<file path="config.mk">
export PLATFORM = sky130hd
export DESIGN_NAME = fifo_cmd_dev
export DESIGN_NICKNAME = d
export VERILOG_FILES = /design/src/rtl/fifo_cmd_dev.sv
export SDC_FILE = /design/constraint.sdc
export NUM_CORES = 1
export LEC_CHECK = 0
export CAP_MARGIN = 40
export CORE_ASPECT_RATIO = 0.8
export CORE_MARGIN = 8
export CORE_UTILIZATION = 51
export CTS_BUF_LIST = sky130_fd_sc_hd__clkbuf_8 sky130_fd_sc_hd__clkbuf_16
export DETAILED_ROUTE_END_ITERATION = 10
export PLACE_DENSITY = 0.8
export SLEW_MARGIN = 25
export SYNTH_ARGS = -nofsm -noshare
export SYNTH_HDL_FRONTEND = slang
export SYNTH_SLANG_ARGS = --single-unit
</file>
<file path="constraint.sdc">
create_clock -name clock -period 2.5 [get_ports clock]
set_clock_uncertainty 0.1 [all_clocks]
set_input_delay 0.5 -clock clock [delete_from_list [all_inputs] [get_ports clock]]
set_output_delay 0.5 -clock clock [all_outputs]
set_load 0.01 [all_outputs]
</file>
<file path="src/rtl/fifo_cmd_dev.sv">
// fifo_cmd_dev -- command-driven 8-entry x 8-bit FIFO peripheral.
//
// A 12-bit command word on `inst` ({opcode, immediate}) is consumed on every
// rising edge where `inst_wen` is high and the controller is in Ready. The
// head entry and a status byte are presented back to the sequencer so
// programs can test and branch on them.
//
// Ports:
//   clock    in   1  single clock, all state changes on the rising edge
//   reset    in   1  synchronous, active-high
//   inst     in  12  command: inst[11:8] opcode, inst[7:0] immediate
//   inst_wen in   1  command strobe, one command per cycle while high
//   head     out  8  oldest entry, 0 when empty or not Ready
//   status   out  8  {full, empty, ovf, udf, count[3:0]}, 0 when not Ready
//   ready    out  1  high only in state Ready
//   error    out  1  high only in state Error
//
// Opcodes: 0 NOP, 1 PUSH, 2 POP, 3 CLR, 4 XCH (pop+push), 5..F invalid -> Error.
// All outputs decode from registered state only.

module fifo_cmd_dev (
  input  logic        clock,
  input  logic        reset,
  input  logic [11:0] inst,
  input  logic        inst_wen,
  output logic [7:0]  head,
  output logic [7:0]  status,
  output logic        ready,
  output logic        error
);

  typedef enum logic [1:0] {
    ST_RESET = 2'd0,
    ST_READY = 2'd1,
    ST_ERROR = 2'd2
  } state_t;

  localparam logic [3:0] OP_NOP  = 4'h0;
  localparam logic [3:0] OP_PUSH = 4'h1;
  localparam logic [3:0] OP_POP  = 4'h2;
  localparam logic [3:0] OP_CLR  = 4'h3;
  localparam logic [3:0] OP_XCH  = 4'h4;

  state_t      state_reg, state_next;
  logic [7:0]  mem_reg [0:7];
  logic [2:0]  rptr_reg, rptr_next;
  logic [2:0]  wptr_reg, wptr_next;
  logic [3:0]  count_reg, count_next;
  logic        ovf_reg, ovf_next;
  logic        udf_reg, udf_next;

  logic        mem_we;
  logic [7:0]  mem_wdata;
  logic [7:0]  mem_wsel;

  logic [3:0]  opcode;
  logic [7:0]  imm;
  logic        full;
  logic        empty;

  assign opcode = inst[11:8];
  assign imm    = inst[7:0];
  assign full   = (count_reg == 4'd8);
  assign empty  = (count_reg == 4'd0);

  // Next-state and datapath control.
  always_comb begin
    state_next = state_reg;
    rptr_next  = rptr_reg;
    wptr_next  = wptr_reg;
    count_next = count_reg;
    ovf_next   = ovf_reg;
    udf_next   = udf_reg;
    mem_we     = 1'b0;
    mem_wdata  = imm;

    if (reset) begin
      // Reset wins over any command presented in the same cycle.
      state_next = ST_RESET;
      rptr_next  = 3'd0;
      wptr_next  = 3'd0;
      count_next = 4'd0;
      ovf_next   = 1'b0;
      udf_next   = 1'b0;
    end else begin
      case (state_reg)
        ST_RESET: begin
          // Any command seen on this edge is deliberately dropped.
          state_next = ST_READY;
        end

        ST_READY: begin
          if (inst_wen) begin
            case (opcode)
              OP_NOP: begin
              end

              OP_PUSH: begin
                if (full) begin
                  ovf_next = 1'b1;
                end else begin
                  mem_we     = 1'b1;
                  wptr_next  = wptr_reg + 3'd1;
                  count_next = count_reg + 4'd1;
                end
              end

              OP_POP: begin
                if (empty) begin
                  udf_next = 1'b1;
                end else begin
                  rptr_next  = rptr_reg + 3'd1;
                  count_next = count_reg - 4'd1;
                end
              end

              OP_CLR: begin
                rptr_next  = 3'd0;
                wptr_next  = 3'd0;
                count_next = 4'd0;
                ovf_next   = 1'b0;
                udf_next   = 1'b0;
              end

              OP_XCH: begin
                mem_we    = 1'b1;
                wptr_next = wptr_reg + 3'd1;
                if (empty) begin
                  // Nothing to pop: behaves as PUSH and flags the underflow.
                  udf_next   = 1'b1;
                  count_next = count_reg + 4'd1;
                end else begin
                  // When full, wptr == rptr, so the write lands on the slot
                  // being popped this same cycle; nothing live is lost.
                  rptr_next = rptr_reg + 3'd1;
                end
              end

              default: begin
                // Invalid opcode: freeze contents and lock up until reset.
                state_next = ST_ERROR;
              end
            endcase
          end
        end

        ST_ERROR: begin
          state_next = ST_ERROR;
        end

        default: begin
          state_next = ST_ERROR;
        end
      endcase
    end
  end

  // Per-entry write select decoded from the write pointer.
  genvar gi;
  generate
    for (gi = 0; gi < 8; gi++) begin : g_wsel
      assign mem_wsel[gi] = mem_we && (wptr_reg == 3'(gi));
    end
  endgenerate

  // Storage array; contents are never reset (don't-care after CLR/reset).
  always_ff @(posedge clock) begin
    for (int i = 0; i < 8; i++) begin
      if (mem_wsel[i]) begin
        mem_reg[i] <= mem_wdata;
      end
    end
  end

  // Control state and pointers.
  always_ff @(posedge clock) begin
    state_reg <= state_next;
    rptr_reg  <= rptr_next;
    wptr_reg  <= wptr_next;
    count_reg <= count_next;
    ovf_reg   <= ovf_next;
    udf_reg   <= udf_next;
  end

  // Outputs, decoded only from registered state.
  always_comb begin
    head   = 8'h00;
    status = 8'h00;
    ready  = 1'b0;
    error  = 1'b0;
    case (state_reg)
      ST_READY: begin
        ready  = 1'b1;
        head   = empty ? 8'h00 : mem_reg[rptr_reg];
        status = {full, empty, ovf_reg, udf_reg, count_reg};
      end
      ST_ERROR: begin
        error = 1'b1;
      end
      default: begin
      end
    endcase
  end

endmodule

</file>
==> results.tsv <==
metric	value	unit
status	complete, no violations	
Yosys warning count	0	
final hold vios	0	
Final Cycle Share	0.9727	
Via-to-Cell Ratio	5.625	
VDD IR-drop max	0.2906	mV
Setup crit start kind	primary input	
Post-synth EDFFs	64	
starting DRC count in detailed routing	102	
non-filler cells, final	408	
CORE AREA	6858	sq um
cell taking the most area after synthesis	edfxtp_1	
Setup CP Type	primary input to register	
CP required	2670	ps
Post-synth top flop	edfxtp_1	
register area	2267	sq um
layout cells sized above 1	0.2866	
Seq/Total Area, Yosys	0.6311	
post-route ant nets	0	
drt pass-1 iters	4	
H-tree Lvls	3	
largest net degree at the start of global routing	17	
die footprint	9984	sq um
fin crit period	2432	ps
latest clock arrival within the worst-skew pair	350	ps
chip width	109.7	um
Worst R2R Path Depth	7	
port bufs	32	
Worst EP arrival	2600	ps
HPWL Detailed	5329	um
DP Area	4307	sq um
P_leak	1.705	nW
CTS sink cnt	81	
RR Startpoint	count_reg[1]$_SDFFE_PP0P_	
Multi-input gate area	1245	sq um
first-pass GRT wire length	12120	um
FF-to-FF setup slack	340	ps
Placed Instances	389	
initial antenna violation count	0	
post-synthesis instance area	3585	sq um
Max-Cap Viols	0	
GP Congestion	0.8285	
final setup vio count	0	
Crit. End Element	register	
GR Util met2	0.2508	
f_max	411.2	MHz
Max transition margin	0.7647	
synth top area cells	edfxtp_1 (54%), mux4_2 (10%), dfxtp_1 (9.5%), mux2i_1 (3.6%), ha_1 (3.1%)	
Synth cell types	46	
Synth top area share	0.5361	
M3 GR Usage	0.06003	
Layout fillers	482	
vias post-DR	2295	
post-layout util	0.6570	
Post-Layout Inst Area	4506	sq um
std cell rows	27	
DRC violations left	0	
Mean Syn Cell Area	15.00	sq um
syn nets	264	
io pins	33	
Num CTS Buffers	9	
TritonCTS clock tree	done	
WL/cell	17.84	um
Worst Max-Slew Pin Slew	348.2	ps
max FFs per register	64	
most common cell after layout, fill and taps aside	edfxtp_1	
synthesis-to-finish area growth	25.69	%
clk buf depth	2	
CTS Root Buffer Type	clkbuf_8	
commonest non-fill, non-tap cells in the layout	edfxtp_1 (64), buf_4 (39), clkdlybuf4s50_1 (18)	
pwr/cell area	535.0	nW/um^2
FF-to-FF End	mem_reg[6][7]$_DFFE_PP_	
die extent in y	90.99	um
Async S/R FF share, synth	0	
Synth Register Bits	81	
Most Used Layer, Global Route	met2	
critical path capture point	count_reg[3]$_SDFFE_PP0P_	
NumNets Final	341	
global route overflow	0	
clk slew on worst S/H paths	80	ps
critical path fanouts, max	3	
Syn Inst Count	239	
vias in the first global route	2415	
met1 Use GR	0.2051	
Slew Viols, Final	0	
critical path startpoint	inst[11]	
RSZ-0062 raised after global routing	yes	
Initial Utilization	0.5227	
GRT Total Usage	0.1604	
antenna cell count	0	
WL final	7279	um
Worst Hold Class	register to register	
## layer usage
layer | share of wire | routed length, um
met5 | 0 | 0
met4 | 0.0085 | 62
met3 | 0.069 | 504
met2 | 0.49 | 3572
met1 | 0.43 | 3139
## cell type report
| class | instances | area share |
|---|---|---|
| inverter | 7 | 0.005832 |
| multi-input combinational | 140 | 0.2763 |
| timing repair buffer | 77 | 0.1527 |
| sequential | 81 | 0.5032 |
| clock buffer | 9 | 0.02749 |
| tap | 87 | 0.02416 |
| clock inverter | 7 | 0.01027 |
## report_power, final
| part | switching (W) | internal [W] |
|---|---|---|
| logic | 0.0000705 | 0.0000679 |
| clock network | 0.000455 | 0.000359 |
| registers | 0.00000459 | 0.00145 |
## cell families after synthesis
logic type / count (synthesis) / synth area share
AOI/OAI and AO/OA: 27 / 0.04956
xor gates and xnor gates: 2 / 0.004887
adders and majority gates: 10 / 0.03700
buffers and inverters: 18 / 0.02408
DFF: 81 / 0.6311
muxes: 30 / 0.1410
and+or+nand+nor: 71 / 0.1124
## what timing repair did
action                                  4_1_cts  5_1_grt
endpoints found under the setup margin       10       12
gates cloned                                  1        0
pin swaps                                     0        3
hold buffers                                  0        0
endpoints found under the hold margin         0        0
gates resized for setup                      33       13
setup buffers                                 2        2
## worst min-delay path by stage
stage / start / cells after the start / end / slack, ps
floorplan: udf_reg$_SDFFE_PP0P_ / 1 / udf_reg$_SDFFE_PP0P_ / 330
global placement: ovf_reg$_SDFFE_PP0P_ / 1 / ovf_reg$_SDFFE_PP0P_ / 350
detailed placement: udf_reg$_SDFFE_PP0P_ / 1 / udf_reg$_SDFFE_PP0P_ / 370
CTS: udf_reg$_SDFFE_PP0P_ / 1 / udf_reg$_SDFFE_PP0P_ / 390
global route: ovf_reg$_SDFFE_PP0P_ / 1 / ovf_reg$_SDFFE_PP0P_ / 420
finish: udf_reg$_SDFFE_PP0P_ / 1 / udf_reg$_SDFFE_PP0P_ / 390
## metrics by stage
| stage | hold slack (ps) | TNS, ps | setup slack [ps] | total power, W |
|---|---|---|---|---|
| 2_1_floorplan | 332.2 | 0 | 36.27 | 0.001550 |
| 3_3_place_gp | 352.3 | -9750 | -229.1 | 0.001624 |
| 3_5_place_dp | 367.9 | -12270 | -346.5 | 0.001629 |
| 4_1_cts | 389.5 | -15.71 | -13.59 | 0.002434 |
| 5_1_grt | 424.5 | -61.97 | -61.97 | 0.002507 |
| 6_report | 388.0 | 0 | 68.30 | 0.002410 |
## cell usage after synthesis (3+ instances only)
master     n
a21oi_1    6
a31oi_1    3
and2_1    10
and3_1     7
buf_2      3
clkbuf_1   4
dfxtp_1   17
edfxtp_1  64
ha_1       9
inv_1      6
mux2i_1   13
mux4_2    16
nand2_1   10
nor2_1    16
nor2b_1    5
nor3_1     3
o21ai_0    8
or3_1      4
## critical path: stages
cell and delay (ps):
clkdlybuf4s50_1 430, nor2_2 130, nand2_1 100, nor2_2 160, ha_1 270, and3_1 180, or3_1 370, a211o_1 310
a31oi_1 140
Power figures use the tool's default switching activity.
